## config.mk

```make
export PLATFORM = sky130hd
export DESIGN_NAME = alu_mc
export DESIGN_NICKNAME = d
export VERILOG_FILES = /design/src/rtl/alu_mc_pkg.sv /design/src/rtl/alu_div_iter.sv /design/src/rtl/alu_mc.sv
export SDC_FILE = /design/constraint.sdc
export NUM_CORES = 1
export LEC_CHECK = 0
export CORE_UTILIZATION = 45
export CTS_CLUSTER_DIAMETER = 100
export DETAILED_ROUTE_END_ITERATION = 10
export GPL_ROUTABILITY_DRIVEN = 0
export GPL_TIMING_DRIVEN = 0
export PLACE_DENSITY = 0.62
export RECOVER_POWER = 25
export SETUP_SLACK_MARGIN = 0.4
export SYNTH_ARGS = -nofsm -noshare
export SYNTH_HDL_FRONTEND = slang
export SYNTH_SLANG_ARGS = --single-unit
```

## constraint.sdc

```tcl
create_clock -name clk -period 5.4 [get_ports clk]
set_input_delay 0.54 -clock clk [delete_from_list [all_inputs] [get_ports clk]]
set_output_delay 0.54 -clock clk [all_outputs]
set_load 0.01 [all_outputs]
```

## src/rtl/alu_mc_pkg.sv

```systemverilog
// rtl/alu_mc_pkg.sv - shared types and signed range helpers for alu_mc
package alu_mc_pkg;

  typedef enum logic [1:0] {
    ADD  = 2'd0,
    SUB  = 2'd1,
    MULT = 2'd2,
    DIV  = 2'd3
  } opcode_e;

  typedef enum logic [1:0] {
    IDLE,
    DIV_BUSY,
    HOLD
  } alu_state_e;

  // Representable range of a w-bit two's-complement value (w <= 63)
  function automatic longint signed_max(input int w);
    return (longint'(1) <<< (w - 1)) - longint'(1);
  endfunction

  function automatic longint signed_min(input int w);
    return -(longint'(1) <<< (w - 1));
  endfunction

endpackage

```

## src/rtl/alu_div_iter.sv

```systemverilog
// rtl/alu_div_iter.sv - iterative restoring divider on unsigned magnitudes
// Quotient is valid and held from the done cycle until the next start.
module alu_div_iter #(
  parameter int WIDTH = 8
) (
  input  logic             clk,
  input  logic             rst,
  input  logic             start,
  input  logic [WIDTH-1:0] dividend,
  input  logic [WIDTH-1:0] divisor,
  output logic             done,
  output logic [WIDTH-1:0] quotient
);
  localparam int CW = $clog2(WIDTH + 1);

  logic [CW-1:0]    count;
  logic             running;
  logic [WIDTH-1:0] rem;
  logic [WIDTH-1:0] dvs;
  logic [WIDTH:0]   shifted;
  logic [WIDTH:0]   trial;

  // Borrow out of the trial subtraction means the partial remainder is restored
  always_comb begin
    shifted = {rem, quotient[WIDTH-1]};
    trial   = shifted - {1'b0, dvs};
  end

  assign done = running && (count == '0);

  always_ff @(posedge clk) begin
    if (rst) begin
      running  <= 1'b0;
      count    <= '0;
      rem      <= '0;
      dvs      <= '0;
      quotient <= '0;
    end else if (start) begin
      running  <= 1'b1;
      count    <= CW'(WIDTH);
      rem      <= '0;
      dvs      <= divisor;
      quotient <= dividend;
    end else if (running) begin
      if (count != '0) begin
        count <= count - CW'(1);
        if (trial[WIDTH]) begin
          rem      <= shifted[WIDTH-1:0];
          quotient <= {quotient[WIDTH-2:0], 1'b0};
        end else begin
          rem      <= trial[WIDTH-1:0];
          quotient <= {quotient[WIDTH-2:0], 1'b1};
        end
      end else begin
        running <= 1'b0;
      end
    end
  end

endmodule

```

## src/rtl/alu_mc.sv

```systemverilog
// rtl/alu_mc.sv - multi-cycle signed ALU with valid/ready handshakes
// Single-cycle ops pass through a capture stage; DIV runs on alu_div_iter.
module alu_mc
  import alu_mc_pkg::*;
#(
  parameter int WIDTH = 8
) (
  input  logic             clk,
  input  logic             rst,
  input  logic             in_valid,
  output logic             in_ready,
  input  opcode_e          opcode,
  input  logic [WIDTH-1:0] operand_a,
  input  logic [WIDTH-1:0] operand_b,
  output logic             out_valid,
  input  logic             out_ready,
  output logic [WIDTH-1:0] result,
  output logic             overflow,
  output logic             div_by_zero
);
  localparam logic signed [2*WIDTH-1:0] PROD_MAX = (2*WIDTH)'(signed_max(WIDTH));
  localparam logic signed [2*WIDTH-1:0] PROD_MIN = (2*WIDTH)'(signed_min(WIDTH));

  alu_state_e state, state_next;

  logic             accept, out_free, div_start, div_done, div_load, pend_load;
  logic             pend_valid, div_neg;
  opcode_e          pend_op;
  logic [WIDTH-1:0] pend_a, pend_b;
  logic [WIDTH-1:0] mag_a, mag_b, quotient;
  logic [WIDTH-1:0] sum, diff, alu_res, div_res;
  logic             alu_ovf, alu_dbz, div_ovf;
  logic signed [2*WIDTH-1:0] prod;

  assign out_free  = !out_valid || out_ready;
  assign accept    = in_valid && in_ready;
  assign div_start = accept && (opcode == DIV) && (operand_b != '0);
  assign pend_load = pend_valid && out_free;
  assign mag_a     = operand_a[WIDTH-1] ? -operand_a : operand_a;
  assign mag_b     = operand_b[WIDTH-1] ? -operand_b : operand_b;

  always_ff @(posedge clk) begin
    if (rst) state <= IDLE;
    else     state <= state_next;
  end

  always_comb begin
    state_next = state;
    case (state)
      IDLE:     if (div_start) state_next = DIV_BUSY;
      DIV_BUSY: if (div_done) state_next = out_free ? IDLE : HOLD;
      HOLD:     if (out_ready) state_next = IDLE;
      default:  state_next = IDLE;
    endcase
  end

  always_comb begin
    in_ready = 1'b0;
    div_load = 1'b0;
    case (state)
      IDLE:     in_ready = !rst && out_free;
      DIV_BUSY: div_load = div_done && out_free;
      HOLD:     div_load = out_ready;
      default:  ;
    endcase
  end

  // A pending single-cycle op always drains on the accepting edge, so it never coexists with a DIV
  always_ff @(posedge clk) begin
    if (rst) begin
      pend_valid <= 1'b0;
      pend_op    <= ADD;
      pend_a     <= '0;
      pend_b     <= '0;
      div_neg    <= 1'b0;
    end else if (accept) begin
      pend_valid <= !div_start;
      pend_op    <= opcode;
      pend_a     <= operand_a;
      pend_b     <= operand_b;
      div_neg    <= operand_a[WIDTH-1] ^ operand_b[WIDTH-1];
    end else if (pend_load) begin
      pend_valid <= 1'b0;
    end
  end

  alu_div_iter #(.WIDTH(WIDTH)) u_div (
    .clk      (clk),
    .rst      (rst),
    .start    (div_start),
    .dividend (mag_a),
    .divisor  (mag_b),
    .done     (div_done),
    .quotient (quotient)
  );

  always_comb begin
    sum     = pend_a + pend_b;
    diff    = pend_a - pend_b;
    prod    = $signed({{WIDTH{pend_a[WIDTH-1]}}, pend_a} * {{WIDTH{pend_b[WIDTH-1]}}, pend_b});
    alu_res = '0;
    alu_ovf = 1'b0;
    alu_dbz = 1'b0;
    case (pend_op)
      ADD: begin
        alu_res = sum;
        alu_ovf = (pend_a[WIDTH-1] == pend_b[WIDTH-1]) && (sum[WIDTH-1] != pend_a[WIDTH-1]);
      end
      SUB: begin
        alu_res = diff;
        alu_ovf = (pend_a[WIDTH-1] != pend_b[WIDTH-1]) && (diff[WIDTH-1] != pend_a[WIDTH-1]);
      end
      MULT: begin
        alu_res = prod[WIDTH-1:0];
        alu_ovf = (prod > PROD_MAX) || (prod < PROD_MIN);
      end
      DIV:     alu_dbz = 1'b1;
      default: ;
    endcase
    // Only MIN / -1 yields a positive quotient magnitude with the top bit set
    div_res = div_neg ? -quotient : quotient;
    div_ovf = !div_neg && quotient[WIDTH-1];
  end

  always_ff @(posedge clk) begin
    if (rst) begin
      out_valid   <= 1'b0;
      result      <= '0;
      overflow    <= 1'b0;
      div_by_zero <= 1'b0;
    end else if (pend_load) begin
      out_valid   <= 1'b1;
      result      <= alu_res;
      overflow    <= alu_ovf;
      div_by_zero <= alu_dbz;
    end else if (div_load) begin
      out_valid   <= 1'b1;
      result      <= div_res;
      overflow    <= div_ovf;
      div_by_zero <= 1'b0;
    end else if (out_ready) begin
      out_valid <= 1'b0;
    end
  end

endmodule

```

Word level (Yosys, flattened, before mapping)
Index checks and enable logic that the tools add are counted.

$add $sub $neg: 7. $mul: 1. Div/mod/pow operators: 0. $lt $le $gt $ge: 2. Equal/unequal tests: 13. Shifts and indexed selects: 0. Muxes and demuxes: 35. Bitwise logic cells: 1. Reductions and logical operators: 30.

Operator list (number): $mux W8 (9); $neg A8 Y8 (3); $pmux W8 S3 (1); $gt A16 B8 Y1 const B (1); $lt A16 B8 Y1 const B (1); $mul A8 B8 Y16 (1); $mux W1 (15); $mux W4 (3); $logic_and A1 B1 Y1 (10); $sub A9 B8 Y9 (1); $add A8 B8 Y8 (1); $eq A2 B2 Y1 const B (4); $mux W2 (4); $reduce_bool A2 Y1 (4); $reduce_bool A8 Y1 (1); $sub A8 B8 Y8 (1); $ne A2 B2 Y1 const B (3); $pmux W2 S3 (1); $eq A2 B1 Y1 const B (2); $logic_not A1 Y1 (4); $logic_not A2 Y1 (2); $logic_not A4 Y1 (1); $reduce_and A2 Y1 (2); $reduce_bool A4 Y1 (1); other kinds (10) (13).

Flip-flop bits (word level): 62. Latch bits: 0. Memory bits (writable): 0. ROM bits: 0. Input port bits: 22. Output and inout port bits: 12. Logic and storage cells: 105. Memories: 0.

Depth between registers and ports, before layout
Gate-level depths: netlist of run 1.

Depth in word-level cells: 9. Mapped depth: 19. Mapped depth without buffers: 19.

By module
A second synthesis of run 1 with hierarchy kept.

Cell total of the unflattened synthesis: 830. Area, all modules: 6750.2 sq um.

Modules (own cells, without submodules): alu_mc (instances 1, cells each 628, area each 5077.4 sq um, seq. area each 660.6 sq um); alu_div_iter (instances 1, cells each 202, area each 1672.9 sq um, seq. area each 580.6 sq um).

Worst setup path before layout of run 1
Ideal clock, no wire load.

Path type: register to register. Start: register pend_a[4]. End: register overflow. Library setup time: 120 ps. Data arrival time: 4747 ps. Required time: 5280 ps. Path slack: 533 ps. Cell stages (with the launch flop): 19. Buffers on the path: 0. Clock period less this slack: 4867 ps. Path through: dfxtp_1 ha_1 inv_1 fa_1 inv_1 fa_1 fa_1 inv_1 fa_1 inv_1 ha_1 nand2_1 a21boi_2 nor3_4 xnor2_1 or4_1 o311ai_1 nand2_1 o31a_1.

Cells in the longest elaborated chain, start to end: 5. Elaborated cells between the ends (all ways): 12.

RTL lines: start, declared (line alu_mc.sv:29) `logic [WIDTH-1:0] pend_a, pend_b;`; start signal, assigned (line alu_mc.sv:79) `pend_a <= operand_a;`; $mul A8 B8 Y16 (tied with other cells) (line alu_mc.sv:100) `prod = $signed({{WIDTH{pend_a[WIDTH-1]}}, pend_a} * {{WIDTH{pend_b[WIDTH-1]}}, pend_b});`; $gt A16 B8 Y1 (tied with other cells) (line alu_mc.sv:115) `alu_ovf = (prod > PROD_MAX) || (prod < PROD_MIN);`; $logic_or A1 B1 Y1 (tied with other cells) (line alu_mc.sv:115); $pmux W1 S3 (*) (line alu_mc.sv:104) `case (pend_op)`; $mux W1 (*) (line alu_mc.sv:131) `end else if (pend_load) begin`; end signal, assigned (line alu_mc.sv:134) `overflow <= alu_ovf;`; end signal, assigned (line alu_mc.sv:139) `overflow <= div_ovf;`; end, declared (line alu_mc.sv:18) `output logic overflow,`.

Every way passes the cells marked *; elsewhere a longest branch is shown, timed or not. A chain may end at the register's enable or synchronous reset.

Worst setup path after layout of run 1
Same ends and word-level chain as after synthesis.

==> flow_summary.yaml, run 1 <==
outcome:
  status: "finished clean"
clock_tree:
  htree_num_levels: 3
  cts_hold_buf: 0
  cts_tree: "done"
  worstSkewPairLatency_ns: 0.33
  numCtsBuffers: 9
  clockBufferDepth: 2
  clk_pin_slew_ns: 0.05
  clockRootBuffer: "clkbuf_16"
  cts_sinks: 62
synth:
  synth-compound-area-share_pct: 15.4
  syn_inst: 810
  synth_area_um2: 6590
  synth_adder_area_share_pct: 28.8
  synthMuxAreaShare_pct: 1.54
  ys_ff_latch: 62
  syn-num-nets: 949
  synth-simple-area-share_pct: 20.3
  syn_avg_cell_area_um2: 8.14
  ys_warn_count: 0
  synth_edf_count: 0
  synthArstFlopShare_pct: 0
  synth_cell_types: 67
  synth_top_family_by_area: "adder cells"
  ys_seq_area_share_pct: 18.8
  synthXorXnorAreaFrac_pct: 6.23
  synth_ff_type: "dfxtp_1"
floorplanning:
  die_h_um: 123
  rows: 43
  initial_utilization_pct: 46.8
  die_w_um: 123
  boundaryPins: 34
  die_area_um2: 15100
  coreArea_um2: 14100
critical_path:
  timing.rr.start: "pend_a[4]"
  max_stage_delay_ns: 0.55
  endpoint_kind: "register"
  required_ns: 5.61
  r2r_end: "overflow"
  critPathKind: "register to register"
  cp-start-kind: "register"
  cp_cell_sequence: "buf_4 -> and2_1 -> fa_1 -> fa_1 -> fa_1 -> inv_1 -> fa_1 -> inv_1 -> ha_2 -> nor3_4 -> o2111ai_4 -> buf_4 -> a31o_2 -> a21oi_2 -> xnor2_2 -> o311ai_1 -> nand2_1 -> o31a_1"
  critPathMaxFanout: 7
  cpMostUsedCell: "fa_1"
  reg2reg_slack_ns: 0.50
  slowest_stage: "fa_1"
  r2r_cells: 18
  cp.arrival_ns: 5.11
timing:
  setup_slack_ns: 0.498
  min_period_ns: 4.90
  fin_crit_sh_pct: 90.8
  fin_skew_ns: 0.00807
  rsz0062_at_grt: "true"
  worstMarginPinSlew_ns: 0.888
  fmax_mhz: 204
  setup_violations: 0
  max_slew_margin_pct: 40.5
  final_max_slew_viol_count: 0
  finalHoldViolations: 0
final_layout:
  drive_above_1_share_pct: 13.6
  area_growth_pct: 21.6
  finalNonFillerCells: 1061
  antenna_cells: 0
  fin_nets: 1015
route:
  routedWlPerCell_um: 15.7
  via_count: 5771
  drc: 0
  viasPerCell: 5.44
  dr.pass1.iters: 5
  totalWireLength_mm: 16.7
  drtIter0Drc: 324
  ant_nets: 0
power_and_ir_drop:
  peakVddDrop_mv: 0.166
  power.density_nw_per_um2: 221
  p_leak_uw: 0.00339
placement:
  dp_hpwl_mm: 12.9
  preCtsSetupSlack_ns: -0.0894
  portBuffers: 31
  placedCellCount: 1021
hold_path:
  holdPathStages: 2
  hold_path_class: "register to register"
  hp-start: "div_by_zero"
  hold-path-endpoint: "div_by_zero"
grt:
  antenna_found_initial: 0
  grt_pass1_vias: 5574
  grt_max_degree: 13
  grt_use_total_pct: 23.1
  grt_pass1_wl_mm: 27.2
  gr-total-overflow: 0
flow_run:
  cap_violations: 0
sequential cells by signal, summed over array words and instances, names as in the netlist, 2 cells and up:
signal,count
u_div.rem,8
u_div.dvs,8
pend_op,2
u_div.quotient,8
u_div.count,4
result,8
state,2
pend_b,8
pend_a,8
metrics by stage:
stage	TNS (ns)	hold slack, ns	power [uW]	util (%)	cell area, um^2
final	0	0.473	1770	56.8	8010
after global routing	0	0.490	1880	56.8	8010
after detailed placement	-0.0894	0.464	1070	50.6	7130
after CTS	0	0.471	1740	54.7	7710
after global placement	-0.0468	0.452	1060	50.6	7130
after floorplan	0	0.440	919	-	6590
metal layers:
metal | track usage, % | part of all wire, % | wire, um | vias up
met5 | 0 | 0 | 0 | -
met4 | 5.72 | 1.4 | 238 | 0
met3 | 4.01 | 4.7 | 779 | 20
met2 | 37.2 | 47 | 7840 | 142
met1 | 32.2 | 47 | 7810 | 2807
li1 | - | - | - | 2802
power by group:
part | leakage (uW) | internal [uW] | switching (uW) | total, uW
logic | 0.00272 | 277 | 346 | 623
clock network | 0.000157 | 415 | 201 | 616
registers | 0.000514 | 487 | 44.5 | 531
total | 0.00339 | 1180 | 591 | 1770
what timing repair did:
action | in CTS | in global routing
cloned | 0 | 0
setup buffers | 9 | 15
endpoints found under the setup margin | 1 | 1
pin swaps | 13 | 32
resized for setup | 55 | 48
cells by family after synthesis:
logic type               count (synthesis)
AND/OR/NAND/NOR                        270
buffers and inverters                  150
AO/OA/AOI/OAI                          155
multiplexers                            10
flip-flops                              62
adder cells (fa/ha/maj)                117
XOR/XNOR                                46
critical path: cells and delay by family (launching register included):
kind | cells | cell delay, ns
xor gates and xnor gates | 1 | 0.10
and+or+nand+nor | 3 | 0.46
DFF | 1 | 0.37
adders and majority gates | 5 | 2.29
buffers and inverters | 4 | 0.41
AOI/OAI and AO/OA | 5 | 1.14
how the worst max path moves through the flow:
stage	end	start	cells past startpoint	slack [ns]
3_3_place_gp	overflow	pend_a[7]	17	-0.05
3_5_place_dp	overflow	pend_a[7]	17	-0.09
4_1_cts	overflow	pend_a[2]	17	0.40
2_1_floorplan	overflow	pend_a[4]	18	0.53
5_1_grt	overflow	pend_b[2]	19	0.30
6_report	overflow	pend_a[4]	18	0.50
layout by cell type, fill, tap and decap left out, types with 5 or more instances in the layout:
cell type / count
a211oi_1: 10
a21oi_1: 46
a311oi_1: 7
and2_1: 35
buf_4: 24
clkbuf_1: 21
clkbuf_16: 9
clkdlybuf4s50_1: 19
dfxtp_1: 46
dfxtp_4: 12
dlygate4sd3_1: 12
fa_1: 55
ha_1: 47
ha_4: 9
inv_1: 117
inv_2: 7
mux2i_1: 9
nand2_1: 84
nand2b_1: 8
nand3_1: 7
nand3b_1: 7
nor2_1: 58
nor2b_1: 15
nor3_1: 12
o21a_1: 5
o21ai_0: 29
o31ai_1: 15
or3_1: 9
xnor2_1: 33
xor2_1: 10
cell type report:
type / count / area (um^2)
Clock inverter: 4 / 70.1
Inverter: 126 / 483
Clock buffer: 12 / 246
Buffer: 24 / 111
Tap cell: 180 / 225
Fill cell: 1299 / 6080
Timing Repair Buffer: 55 / 490
Sequential cell: 62 / 1290
Multi-Input combinational cell: 598 / 5090
Yosys cell counts, types with 10 or more instances:
| cell | count | share of area (%) |
|---|---|---|
| xnor2_1 | 35 | 4.7 |
| nor3_1 | 14 | 1.1 |
| a211oi_1 | 10 | 1.1 |
| o21ai_0 | 29 | 2.2 |
| fa_1 | 58 | 18 |
| nand2_1 | 87 | 5.0 |
| xor2_1 | 10 | 1.3 |
| clkbuf_1 | 18 | 1.0 |
| nand3_1 | 11 | 0.84 |
| o31ai_1 | 16 | 1.8 |
| nor2b_1 | 17 | 1.6 |
| dfxtp_1 | 62 | 19 |
| a21oi_1 | 49 | 3.7 |
| ha_1 | 59 | 11 |
| and2_1 | 37 | 3.5 |
| inv_1 | 124 | 7.1 |
| nor2_1 | 61 | 3.5 |
Power figures use the tool's default switching activity.
==> run 2, diff against run 1 <==
Settings changed: DONT_BUFFER_PORTS set to 1, PLACE_DENSITY 0.62 to 0.59.
==> run 2 against run 1 <==
Net effect:
- die area unchanged
- critical path depth unchanged
- worst setup slack improved by 0.0061 ns
- routed wire length increased by 2.1%
- combinational power decreased by 3%
- sequential power about the same
- via count decreased by 2.5%
- sequential share of layout area increased by 0.79 points
- first-iteration DRC count increased by 23%
- design area decreased by 4.5%
- critical path type unchanged
- critical endpoint unchanged
- largest cell class unchanged
==> flow_summary.yaml, run 2 (synthesis gave the netlist of run 1 again) <==
floorplanning:
  die_h_um: 123
  initial_utilization_pct: 46.8
  coreArea_um2: 14100
  die_w_um: 123
  die_area_um2: 15100
  rows: 43
  boundaryPins: 34
critical_path:
  endpoint_kind: "register"
  crit_path_start: "pend_a[7]"
  r2r_end: "overflow"
  r2r_cells: 18
  timing.rr.start: "pend_a[7]"
  cp.arrival_ns: 5.11
  crit_end: "overflow"
  reg2reg_slack_ns: 0.50
  critPathMaxFanout: 5
  required_ns: 5.61
  cp-start-kind: "register"
  critPathKind: "register to register"
route:
  ant_nets: 0
  dr.pass1.iters: 5
  drtIter0Drc: 398
  drc: 0
  viasPerCell: 5.47
  routedWlPerCell_um: 16.5
  via_count: 5629
  totalWireLength_mm: 17.0
timing:
  rsz0062_at_grt: "true"
  whs_ns: 0.314
  final.setup.tns_ns: 0
  min_period_ns: 4.90
  final_max_slew_viol_count: 0
  fin_skew_ns: 0.00529
  setup_slack_ns: 0.505
  setup_violations: 0
  finalHoldViolations: 0
  max_slew_margin_pct: 39.7
  fin_crit_sh_pct: 90.7
  worstMarginPinSlew_ns: 0.899
  fmax_mhz: 204
clock_tree:
  numCtsBuffers: 9
  cts_sinks: 62
  cts_hold_buf: 0
  htree_num_levels: 3
  cts_tree: "done"
  clockRootBuffer: "clkbuf_16"
  worstSkewPairLatency_ns: 0.33
  clockBufferDepth: 2
  clk_pin_slew_ns: 0.05
grt:
  grt_use_total_pct: 23.4
  gr-total-overflow: 0
  antenna_found_initial: 0
  grt_pass1_wl_mm: 27.4
  grt_pass1_vias: 5573
  grt_max_degree: 13
placement:
  placed_area_um2: 6820
  portBuffers: 0
  placedCellCount: 990
  dp_hpwl_mm: 13.2
  preCtsSetupSlack_ns: -0.0372
flow_run:
  cap_violations: 0
final_layout:
  antenna_cells: 0
  fin_nets: 985
  fin_area_um2: 7650
  final_common_cell: "inv_1"
  finalNonFillerCells: 1030
  drive_above_1_share_pct: 14.7
  final_cell_mix: "inv_1, nand2_1, nor2_1, fa_1, ha_1"
  area_growth_pct: 16.1
hold_path:
  hold_path_class: "input pin to register"
  holdPathStages: 2
power_and_ir_drop:
  peakVddDrop_mv: 0.173
  p_leak_uw: 0.00322
  power.density_nw_per_um2: 218
outcome:
  status: "finished clean"
-- run 2: critical path, stage by stage, from the launching register on --
cell       delay [ns]
dfxtp_4          0.38
and2_4           0.16
fa_1             0.49
inv_1            0.05
fa_1             0.49
inv_1            0.05
fa_1             0.53
inv_1            0.05
fa_1             0.50
inv_2            0.05
ha_4             0.31
nand3_4          0.08
buf_4            0.15
o2111ai_4        0.22
xor2_1           0.12
or4_1            0.48
o311ai_1         0.23
nand2_1          0.14
o31a_1           0.29
-- run 2: layout make-up --
| cell class | count | area, um^2 |
|---|---|---|
| Clock inverter | 4 | 22.5 |
| Timing Repair Buffer | 25 | 208 |
| Inverter | 126 | 485 |
| Multi-Input combinational cell | 598 | 5050 |
| Buffer | 24 | 111 |
| Fill cell | 1323 | 6450 |
| Clock buffer | 11 | 253 |
| Sequential cell | 62 | 1290 |
| Tap cell | 180 | 225 |
-- run 2: how the worst min path moves through the flow --
stage | start | end | slack [ns]
floorplan | u_div.dvs[0] | u_div.dvs[0] | 0.44
global placement | u_div.dvs[0] | u_div.dvs[0] | 0.45
detailed placement | u_div.dvs[0] | u_div.dvs[0] | 0.46
CTS | operand_a[4] | pend_a[4] | 0.30
global route | operand_a[3] | pend_a[3] | 0.31
finish | operand_a[3] | pend_a[3] | 0.31
-- run 2: timing repair --
action	in CTS	in global routing
gates resized for setup	59	46
gates cloned	0	0
buffers inserted	7	18
setup endpoints to repair	1	1
pin swaps	11	35
-- run 2: power by group --
group	total, uW	switching, uW	internal, uW
Sequential	532	45.6	487
Clock	532	202	330
Combinational	607	340	267
-- run 2: through the flow --
step | utilization (%) | power [uW]
after floorplan | - | 919
after global placement | 48.3 | 1030
after detailed placement | 48.3 | 1050
after CTS | 52.1 | 1620
after global routing | 54.3 | 1760
final | 54.3 | 1670
-- run 2: per-layer routing --
metal  vias to the layer above  global-route usage [%]  wire (um)
li1                       2732                       -          -
met5                         -                       0          0
met1                      2738                    32.3       7920
met3                        22                    5.07        991
met4                         0                    6.10        287
met2                       137                    36.9       7820
